### config.mk
export PLATFORM = sky130hd
export DESIGN_NAME = cfgsp_arbiter_flat
export DESIGN_NICKNAME = d
export VERILOG_FILES = /design/src/rtl/cfgsp_arbiter_pkg.sv /design/src/rtl/cfgsp_arbiter_if.sv /design/src/rtl/cfgsp_arbiter_rr_picker.sv /design/src/rtl/cfgsp_arbiter.sv /design/src/flat_wrapper.sv
export SDC_FILE = /design/constraint.sdc
export NUM_CORES = 1
export LEC_CHECK = 0
export CORE_AREA = 4 4 131 133
export CTS_CLUSTER_SIZE = 14
export DETAILED_ROUTE_END_ITERATION = 6
export DIE_AREA = 0 0 135 137
export PLACE_DENSITY = 0.76
export SLEW_MARGIN = 20
export SYNTH_ARGS = -nofsm -noshare
export SYNTH_HDL_FRONTEND = slang
export SYNTH_HIERARCHICAL = 1
export SYNTH_SLANG_ARGS = --single-unit
### constraint.sdc
create_clock -name S_CLK -period 3.4 [get_ports S_CLK]
set_clock_uncertainty 0.15 [all_clocks]
set_input_delay 0.85 -clock S_CLK [delete_from_list [all_inputs] [get_ports S_CLK]]
set_output_delay 0.85 -clock S_CLK [all_outputs]
set_load 0.02 [all_outputs]
### src/rtl/cfgsp_arbiter_pkg.sv
// Shared types and constants for the config-space port arbiter.
package cfgsp_arb_pkg;

  typedef enum logic [1:0] {
    ST_IDLE  = 2'd0,
    ST_GRANT = 2'd1,
    ST_ISSUE = 2'd2,
    ST_RESP  = 2'd3
  } arb_state_e;

  localparam logic [3:0] STRB_READ = 4'b0000;

  localparam int DEF_NUM_REQ     = 4;
  localparam int DEF_DATA_WD     = 32;
  localparam int DEF_ADDR_WD     = 16;
  localparam int DEF_TIMEOUT_CYC = 256;

  // Index width that stays at least one bit wide.
  function automatic int idx_w(input int n);
    return (n > 1) ? $clog2(n) : 1;
  endfunction

endpackage

### src/rtl/cfgsp_arbiter_if.sv
// Bundle between the requesters, the arbiter and the config-space block.
// Handshake: a requester holds req_i and its lanes until it sees its one-cycle gnt_o; the
// arbiter then drives cs_valid_o until cs_ack_i and returns a one-cycle ack_o to the owner.
interface cfgsp_arbiter_if #(
  parameter int NUM_REQ = 4,
  parameter int DATA_WD = 32,
  parameter int ADDR_WD = 16
);
  import cfgsp_arb_pkg::*;

  localparam int PTR_W = idx_w(NUM_REQ);

  logic [NUM_REQ-1:0]         req_i;
  logic [NUM_REQ*ADDR_WD-1:0] req_addr_i;
  logic [NUM_REQ*DATA_WD-1:0] req_data_i;
  logic [NUM_REQ*4-1:0]       req_strb_i;
  logic [NUM_REQ-1:0]         gnt_o;
  logic [NUM_REQ-1:0]         ack_o;
  logic [DATA_WD-1:0]         rdata_o;
  logic                       err_o;
  logic                       cs_valid_o;
  logic [ADDR_WD-1:0]         cs_addr_o;
  logic [DATA_WD-1:0]         cs_wdata_o;
  logic [3:0]                 cs_strb_o;
  logic                       cs_read_o;
  logic                       cs_ack_i;
  logic [DATA_WD-1:0]         cs_rdata_i;
  logic                       busy_o;
  arb_state_e                 dbg_state;
  logic [PTR_W-1:0]           dbg_rr_ptr;

  modport slave (
    input  req_i, req_addr_i, req_data_i, req_strb_i, cs_ack_i, cs_rdata_i,
    output gnt_o, ack_o, rdata_o, err_o, cs_valid_o, cs_addr_o, cs_wdata_o,
           cs_strb_o, cs_read_o, busy_o, dbg_state, dbg_rr_ptr
  );

  modport master (
    output req_i, req_addr_i, req_data_i, req_strb_i, cs_ack_i, cs_rdata_i,
    input  gnt_o, ack_o, rdata_o, err_o, cs_valid_o, cs_addr_o, cs_wdata_o,
           cs_strb_o, cs_read_o, busy_o, dbg_state, dbg_rr_ptr
  );

endinterface

### src/rtl/cfgsp_arbiter_rr_picker.sv
// Rotate-priority encoder: first set request at or above ptr, wrapping at NUM_REQ.
module rr_picker
  import cfgsp_arb_pkg::*;
#(
  parameter int NUM_REQ = DEF_NUM_REQ,
  localparam int PTR_W  = idx_w(NUM_REQ)
) (
  input  logic [NUM_REQ-1:0] req,
  input  logic [PTR_W-1:0]   ptr,
  output logic               valid,
  output logic [PTR_W-1:0]   idx
);

  int               cand;
  logic [PTR_W-1:0] cand_idx;

  always_comb begin
    valid    = 1'b0;
    idx      = '0;
    cand     = 0;
    cand_idx = '0;
    for (int i = 0; i < NUM_REQ; i++) begin
      cand = int'(ptr) + i;
      if (cand >= NUM_REQ) cand = cand - NUM_REQ;
      cand_idx = PTR_W'(cand);
      if (!valid && req[cand_idx]) begin
        valid = 1'b1;
        idx   = cand_idx;
      end
    end
  end

endmodule

### src/rtl/cfgsp_arbiter.sv
// Round-robin arbiter funnelling NUM_REQ requesters onto the single config-space port,
// one transaction at a time, with a timeout that completes with err_o.
module cfgsp_arbiter
  import cfgsp_arb_pkg::*;
#(
  parameter int NUM_REQ     = DEF_NUM_REQ,
  parameter int DATA_WD     = DEF_DATA_WD,
  parameter int ADDR_WD     = DEF_ADDR_WD,
  parameter int TIMEOUT_CYC = DEF_TIMEOUT_CYC
) (
  input logic            S_CLK,
  input logic            PRESETn_SYNC,
  cfgsp_arbiter_if.slave bus
);

  localparam int PTR_W = idx_w(NUM_REQ);
  localparam int CNT_W = idx_w(TIMEOUT_CYC);
  localparam logic [CNT_W-1:0] CNT_LAST = CNT_W'(TIMEOUT_CYC - 1);
  localparam logic [PTR_W-1:0] PTR_LAST = PTR_W'(NUM_REQ - 1);

  arb_state_e         state_q, state_d;
  logic [PTR_W-1:0]   owner_q, owner_d;
  logic [PTR_W-1:0]   rr_ptr_q, rr_ptr_d;
  logic [CNT_W-1:0]   cnt_q, cnt_d;
  logic [ADDR_WD-1:0] addr_q, addr_d;
  logic [DATA_WD-1:0] wdata_q, wdata_d;
  logic [3:0]         strb_q, strb_d;
  logic [DATA_WD-1:0] rdata_q, rdata_d;
  logic               err_q, err_d;

  logic               pick_valid;
  logic [PTR_W-1:0]   pick_idx;

  // Explicit compare so non-power-of-two NUM_REQ wraps correctly.
  function automatic logic [PTR_W-1:0] ptr_inc(input logic [PTR_W-1:0] p);
    return (p == PTR_LAST) ? '0 : p + PTR_W'(1);
  endfunction

  rr_picker #(.NUM_REQ(NUM_REQ)) u_picker (
    .req   (bus.req_i),
    .ptr   (rr_ptr_q),
    .valid (pick_valid),
    .idx   (pick_idx)
  );

  always_ff @(posedge S_CLK or negedge PRESETn_SYNC) begin
    if (!PRESETn_SYNC) begin
      state_q  <= ST_IDLE;
      owner_q  <= '0;
      rr_ptr_q <= '0;
      cnt_q    <= '0;
      addr_q   <= '0;
      wdata_q  <= '0;
      strb_q   <= '0;
      rdata_q  <= '0;
      err_q    <= 1'b0;
    end else begin
      state_q  <= state_d;
      owner_q  <= owner_d;
      rr_ptr_q <= rr_ptr_d;
      cnt_q    <= cnt_d;
      addr_q   <= addr_d;
      wdata_q  <= wdata_d;
      strb_q   <= strb_d;
      rdata_q  <= rdata_d;
      err_q    <= err_d;
    end
  end

  always_comb begin
    state_d  = state_q;
    owner_d  = owner_q;
    rr_ptr_d = rr_ptr_q;
    cnt_d    = cnt_q;
    addr_d   = addr_q;
    wdata_d  = wdata_q;
    strb_d   = strb_q;
    rdata_d  = rdata_q;
    err_d    = err_q;
    case (state_q)
      ST_IDLE: begin
        if (pick_valid) begin
          owner_d = pick_idx;
          state_d = ST_GRANT;
        end
      end
      ST_GRANT: begin
        // A withdrawn request forfeits its turn without reaching config space.
        if (bus.req_i[owner_q]) begin
          addr_d  = bus.req_addr_i[owner_q*ADDR_WD +: ADDR_WD];
          wdata_d = bus.req_data_i[owner_q*DATA_WD +: DATA_WD];
          strb_d  = bus.req_strb_i[owner_q*4 +: 4];
          cnt_d   = '0;
          state_d = ST_ISSUE;
        end else begin
          rr_ptr_d = ptr_inc(owner_q);
          state_d  = ST_IDLE;
        end
      end
      ST_ISSUE: begin
        if (cnt_q != CNT_LAST) cnt_d = cnt_q + CNT_W'(1);
        if (bus.cs_ack_i) begin
          rdata_d = (strb_q == STRB_READ) ? bus.cs_rdata_i : '0;
          err_d   = 1'b0;
          state_d = ST_RESP;
        end else if (cnt_q == CNT_LAST) begin
          rdata_d = '0;
          err_d   = 1'b1;
          state_d = ST_RESP;
        end
      end
      ST_RESP: begin
        cnt_d    = '0;
        rr_ptr_d = ptr_inc(owner_q);
        state_d  = ST_IDLE;
      end
      default: state_d = ST_IDLE;
    endcase
  end

  // cs_read_o is qualified by valid so that it reads 0 outside a transaction.
  always_comb begin
    bus.gnt_o      = '0;
    bus.ack_o      = '0;
    bus.rdata_o    = '0;
    bus.err_o      = 1'b0;
    bus.cs_valid_o = 1'b0;
    bus.cs_read_o  = 1'b0;
    case (state_q)
      ST_GRANT: bus.gnt_o[owner_q] = 1'b1;
      ST_ISSUE: begin
        bus.cs_valid_o = 1'b1;
        bus.cs_read_o  = (strb_q == STRB_READ);
      end
      ST_RESP: begin
        bus.ack_o[owner_q] = 1'b1;
        bus.rdata_o        = rdata_q;
        bus.err_o          = err_q;
      end
      default: ;
    endcase
  end

  assign bus.cs_addr_o  = addr_q;
  assign bus.cs_wdata_o = wdata_q;
  assign bus.cs_strb_o  = strb_q;
  assign bus.busy_o     = (state_q != ST_IDLE);
  assign bus.dbg_state  = state_q;
  assign bus.dbg_rr_ptr = rr_ptr_q;

endmodule

### src/flat_wrapper.sv
// flat-port wrapper written by rule: the top's interface ports become plain ports
module cfgsp_arbiter_flat import cfgsp_arb_pkg::*;
#(
  parameter int NUM_REQ     = DEF_NUM_REQ,
  parameter int DATA_WD     = DEF_DATA_WD,
  parameter int ADDR_WD     = DEF_ADDR_WD,
  parameter int TIMEOUT_CYC = DEF_TIMEOUT_CYC
)
  (S_CLK, PRESETn_SYNC, bus_req_i, bus_req_addr_i, bus_req_data_i, bus_req_strb_i, bus_cs_ack_i, bus_cs_rdata_i, bus_gnt_o, bus_ack_o, bus_rdata_o, bus_err_o, bus_cs_valid_o, bus_cs_addr_o, bus_cs_wdata_o, bus_cs_strb_o, bus_cs_read_o, bus_busy_o, bus_dbg_state, bus_dbg_rr_ptr);
  cfgsp_arbiter_if #(.NUM_REQ(NUM_REQ), .DATA_WD(DATA_WD), .ADDR_WD(ADDR_WD)) bus_i ();
  input logic S_CLK;
  input logic PRESETn_SYNC;
  input wire logic [$bits(bus_i.req_i)-1:0] bus_req_i;
  input wire logic [$bits(bus_i.req_addr_i)-1:0] bus_req_addr_i;
  input wire logic [$bits(bus_i.req_data_i)-1:0] bus_req_data_i;
  input wire logic [$bits(bus_i.req_strb_i)-1:0] bus_req_strb_i;
  input wire logic [$bits(bus_i.cs_ack_i)-1:0] bus_cs_ack_i;
  input wire logic [$bits(bus_i.cs_rdata_i)-1:0] bus_cs_rdata_i;
  output wire logic [$bits(bus_i.gnt_o)-1:0] bus_gnt_o;
  output wire logic [$bits(bus_i.ack_o)-1:0] bus_ack_o;
  output wire logic [$bits(bus_i.rdata_o)-1:0] bus_rdata_o;
  output wire logic [$bits(bus_i.err_o)-1:0] bus_err_o;
  output wire logic [$bits(bus_i.cs_valid_o)-1:0] bus_cs_valid_o;
  output wire logic [$bits(bus_i.cs_addr_o)-1:0] bus_cs_addr_o;
  output wire logic [$bits(bus_i.cs_wdata_o)-1:0] bus_cs_wdata_o;
  output wire logic [$bits(bus_i.cs_strb_o)-1:0] bus_cs_strb_o;
  output wire logic [$bits(bus_i.cs_read_o)-1:0] bus_cs_read_o;
  output wire logic [$bits(bus_i.busy_o)-1:0] bus_busy_o;
  output wire logic [$bits(bus_i.dbg_state)-1:0] bus_dbg_state;
  output wire logic [$bits(bus_i.dbg_rr_ptr)-1:0] bus_dbg_rr_ptr;
  assign bus_i.req_i = bus_req_i;
  assign bus_i.req_addr_i = bus_req_addr_i;
  assign bus_i.req_data_i = bus_req_data_i;
  assign bus_i.req_strb_i = bus_req_strb_i;
  assign bus_i.cs_ack_i = bus_cs_ack_i;
  assign bus_i.cs_rdata_i = bus_cs_rdata_i;
  assign bus_gnt_o = bus_i.gnt_o;
  assign bus_ack_o = bus_i.ack_o;
  assign bus_rdata_o = bus_i.rdata_o;
  assign bus_err_o = bus_i.err_o;
  assign bus_cs_valid_o = bus_i.cs_valid_o;
  assign bus_cs_addr_o = bus_i.cs_addr_o;
  assign bus_cs_wdata_o = bus_i.cs_wdata_o;
  assign bus_cs_strb_o = bus_i.cs_strb_o;
  assign bus_cs_read_o = bus_i.cs_read_o;
  assign bus_busy_o = bus_i.busy_o;
  assign bus_dbg_state = bus_i.dbg_state;
  assign bus_dbg_rr_ptr = bus_i.dbg_rr_ptr;
  cfgsp_arbiter #(.NUM_REQ(NUM_REQ), .DATA_WD(DATA_WD), .ADDR_WD(ADDR_WD), .TIMEOUT_CYC(TIMEOUT_CYC)) u_core (.S_CLK(S_CLK), .PRESETn_SYNC(PRESETn_SYNC), .bus(bus_i));
endmodule
**Word level (Yosys, flattened, before mapping)**

Cells that the tools add are included.

- Logic and storage cells: 107
- Register bits after elaboration: 99

- $lt $le $gt $ge: 10
- Mux-type cells: 46
- Shift-type cells: 3
- Reductions and logical operators: 19
- $add $sub $neg: 9
- Eq/ne operators: 11

Operator list:

| kind | number |
|---|---|
| $mux 32 | 4 |
| $shiftx 128x8->32 | 1 |
| $shiftx 64x7->16 | 1 |
| $mux 2 | 14 |
| $pmux 8 s3 | 1 |
| $mux 8 | 2 |
| $shiftx 16x5->4 | 1 |
| $lt 2x3->1 const B | 5 |
| $mux 1 | 15 |
| $bmux 1 s2 | 5 |
| $reduce_and 2->1 | 5 |
| $ge 3x3->1 const B | 3 |
| $add 8x1->8 const B | 1 |
| $eq 8x8->1 const B | 1 |
| $mux 4 | 2 |
| $ne 8x8->1 const B | 1 |
| $pmux 2 s4 | 1 |
| $sub 2x1->2 const B | 4 |
| $add 2x2->3 const B | 2 |
| $eq 2x2->1 const B | 3 |
| $ne 2x1->1 const B | 3 |
| $reduce_bool 2->1 | 3 |
| $logic_and 1x1->1 | 4 |
| $logic_not 4->1 | 1 |
| other kinds (13) | 15 |

**Depth between registers and ports, before layout**

- Depth in word-level cells: 16
- Depth in mapped cells: 7
- Mapped depth without buffers: 6

**Hierarchy**

Netlist, hierarchy kept.

Modules (own cells, without submodules):

| module | sequential area each (um^2) | cells an instance | instances | area an instance (um^2) |
|---|---|---|---|---|
| cfgsp_arbiter | 2477.4 | 383 | 1 | 5828.1 |
| rr_picker | 0.0 | 15 | 1 | 77.6 |

**Least setup slack after synthesis**

Ideal clock, no wire load.

- Path type: register to output
- Start: register u_core.owner_q[1]
- End: output bus_ack_o[0]
- Path buffers: 2
- Setup slack: 0.938 ns
- Required time: 2.400 ns
- Arrival: 1.462 ns
- Cell stages (with the launch flop): 6
- Path through: dfrtp_1 buf_2 buf_1 inv_1 ha_1 and3_1

- Longest elaborated chain between the ends: 5

RTL lines:

| item | line | RTL |
|---|---|---|
| from (decl) | cfgsp_arbiter.sv:22 | `logic [PTR_W-1:0] owner_q, owner_d;` |
| from (signal assigned) | cfgsp_arbiter.sv:59 | `owner_q <= owner_d;` |
| $lt 2x3->1 (not written as such) or $ge 2x1->1 (tied branches) | cfgsp_arbiter.sv:136 | `bus.ack_o[owner_q] = 1'b1;` |
| $logic_and 1x1->1 (not written as such) | cfgsp_arbiter.sv:136 |  |
| $mux 1 (not written as such) | cfgsp_arbiter.sv:136 |  |
| $demux 1 s2 (*) | n/a |  |
| $mux 4 (*) | cfgsp_arbiter.sv:129 | `case (state_q)` |
| to (decl) | flat_wrapper.sv:20 | `output wire logic [$bits(bus_i.ack_o)-1:0] bus_ack_o;` |

Mark *: on every way between the ends. The rest lies on a longest branch, timed or not.

**Worst setup path after layout**

- Start: register u_core.strb_q[1], in the netlist u_core/bus.cs_strb_o[1]
- End: output bus_cs_read_o

- Longest elaborated chain between the ends: 2

RTL lines:

| item | line | RTL |
|---|---|---|
| from (decl) | cfgsp_arbiter.sv:27 | `logic [3:0] strb_q, strb_d;` |
| from (signal assigned) | cfgsp_arbiter.sv:64 | `strb_q <= strb_d;` |
| $logic_not 4->1 | cfgsp_arbiter.sv:133 | `bus.cs_read_o = (strb_q == STRB_READ);` |
| $mux 1 | cfgsp_arbiter.sv:129 |  |
| to (decl) | flat_wrapper.sv:27 | `output wire logic [$bits(bus_i.cs_read_o)-1:0] bus_cs_read_o;` |

Every way passes these cells.

==> impl_results.md <==
* First-pass GRT wire length at 29.68 mm
* Vias in the first global route at 5395
* Post-DP Area at 9447 um2
* CP arrival at 2.08 ns
* Status: complete, no violations
* Worst hold path type: input pin to asynchronous set/reset pin
* Post-route worst setup slack at 0.3214 ns
* Crit Path Class: flip-flop to primary output
* Average size of a mapped cell at 14.84 um2
* Peak VDD IR at roughly 0.00035 V
* Antenna violations before repair at 1
* Post-DRT Antenna Nets at 0
* Post-DP HPWL at 16.35 mm
* Clock buffer depth at 2
* Final hold violation count at 0
* Post-route cell area at 9772 um2
* First DRT Iteration DRCs at 204
* Final setup TNS at 0 ns
* Largest net degree at the start of global routing at 56
* GRT Residual Overflow at 0
* Hold_buf cts at 0
* Total CTS buffers at 9
* Final setup violation count at 0
* Die area at 18500 um2
* Mapped Nets at 650
* Register bit total from synthesis at 99
* Die height at 137 um
* Placer Congestion at 0.7980
* WL/cell at 21.28 um
* Post-layout min period at ~3.1 ns
* IO Pins at 347
* Root buffer cell: clkbuf_16
* CTS tree: yes
* Sequential fraction of the synthesis area at 0.4195
* Share of layout cells above drive strength 1 at 0.2033
* WP data required at between 2 and 2.5 ns
* Final period util at 0.9055
* Clock Sinks at 99
* Leakage Power at roughly 4.2 nW
* Setup crit end kind: primary output
* Rows at 46
* Main flop type after synthesis: dfrtp_1
* Maximum clock rate at roughly 320 MHz
* Total Routing Usage GR at 0.2112
* Most frequent cells in the layout: clkdlybuf4s50_1, dfrtp_1, mux4_2
* Synth warn at 6
* Async set-reset flop share out of synthesis at 1.000
* Worst relative slew slack at 0.6044
* Final WL at 20.32 mm
* Core ar. at 15830 um2
* Final Power at ~0.0075 W
* Setup Fix Bufs, Post-CTS at 0
* Areal power density over the cells at 764.2 nW/um2
* Finished Core Util at 0.6174
* Clock Latency Late Sink at roughly 0.35 ns
* Most common cell after layout, fill and taps aside: clkdlybuf4s50_1
* Slew Viols, Final at 0
* Synth unique cells at 47
* PortBufs at 346
* Initial Util at 0.3731
* # H-tree levels at 3
* Slew @ Worst Pin at 0.5933 ns
* DP Worst Slack at 0.3527 ns
* DIE WIDTH at 135 um
* Post-CTS sizing at 0
* CP startpoint kind: flip-flop
* Synth Cell Area at 5906 um2
* # DRC at 0
* Area growth syn-to-layout at 65.47%
* Number of flops mapped to enable cells by yosys at 0
* Vias at 4873
* Max FO, Critical Path at 3
* DR pass1 iterations at 5
* CTS clk-pin slew, worst paths at approximately 0.070 ns
* Post-Syn Instances at 398
* Layout Nets at 985
* RSZ-0062 raised after global routing: no
* DR vias/cell at slightly above 5
* Max-Cap Viols at 0
==> where the power goes <==
group,internal [W],switching (W)
Sequential,0.00170,0.000350
Combinational,0.00242,0.00192
Clock,0.000636,0.000446
==> cells by family after synthesis <==
kind of cell             Yosys count  synth area share
buffers and inverters             44           0.06165
multiplexers                     112            0.3460
AND/OR/NAND/NOR                   79           0.08009
flip-flops                        99            0.4195
AO/OA/AOI/OAI                     59           0.08221
adder cells (fa/ha/maj)            5           0.01059
==> state kept, by name, indices dropped and copies added, names as in the netlist, 2 cells and up, named ones only <==
signal	cells
u_core/bus.cs_wdata_o	32
u_core/rdata_q	32
u_core/bus.cs_addr_o	16
u_core/cnt_q	8
u_core/bus.cs_strb_o	4
u_core/bus.dbg_rr_ptr	2
u_core/owner_q	2
==> worst max-delay path: stages (launching register included) <==
cell and delay (ns):
dfrtp_1 0.40, or4_4 0.56, nor2_4 0.14, clkdlybuf4s50_1 0.63
==> cells in the mapped netlist, types with 4 or more instances <==
cell	count	area [um2]
buf_2	6	30.03
a21oi_1	8	40.04
nand2_1	11	41.29
mux4_2	53	1194
a22o_1	32	280.3
inv_1	8	30.03
buf_6	4	45.04
dfrtp_1	99	2477
clkbuf_1	12	45.04
nand3_1	5	25.02
buf_12	9	180.2
mux2_4	51	765.7
nor2_1	8	30.03
mux2i_1	5	50.05
o21ai_0	4	20.02
and3_1	38	237.7
and2_1	4	25.02
ha_1	5	62.56
==> worst paths after layout <==
| check | end | start | slack [ns] | cells past startpoint |
|---|---|---|---|---|
| max | bus_cs_read_o | u_core/bus.cs_strb_o[1] | 0.32 | 3 |
| min | u_core/bus.cs_wdata_o[9] | PRESETn_SYNC | 0.34 | 1 |
| max reg2reg | u_core/bus.cs_strb_o[2] | u_core/owner_q[0] | 0.81 | 5 |
| min reg2reg | u_core/rdata_q[29] | u_core/rdata_q[29] | 0.35 | 1 |
| max in group asynchronous | u_core/owner_q[0] | PRESETn_SYNC | 2.01 | 2 |
| min in group S_CLK | u_core/rdata_q[29] | u_core/rdata_q[29] | 0.35 | 1 |
==> area by class of cell <==
type                            instances  area (um2)
Fill cell                            1217        6056
Antenna cell                            1       2.502
Timing Repair Buffer                  358        3588
Inverter                               10       37.54
Multi-Input combinational cell        255        3068
Sequential cell                        99        2482
Clock buffer                           12       266.5
Tap cell                              216       270.3
Clock inverter                          4       56.30
==> routing by layer <==
layer  GRT usage  share of wire
met3     0.07059          0.089
met2      0.3833           0.53
met5           0              0
met1      0.2308           0.35
met4     0.07503          0.025
==> metrics by stage <==
step	hold WS [ns]	std cells
6_report	0.3432	955
2_1_floorplan	0.3135	398
3_3_place_gp	0.3285	938
4_1_cts	0.3471	954
3_5_place_dp	0.3333	938
5_1_grt	0.3636	955
Note: power is estimated with default switching activity, not from simulation.
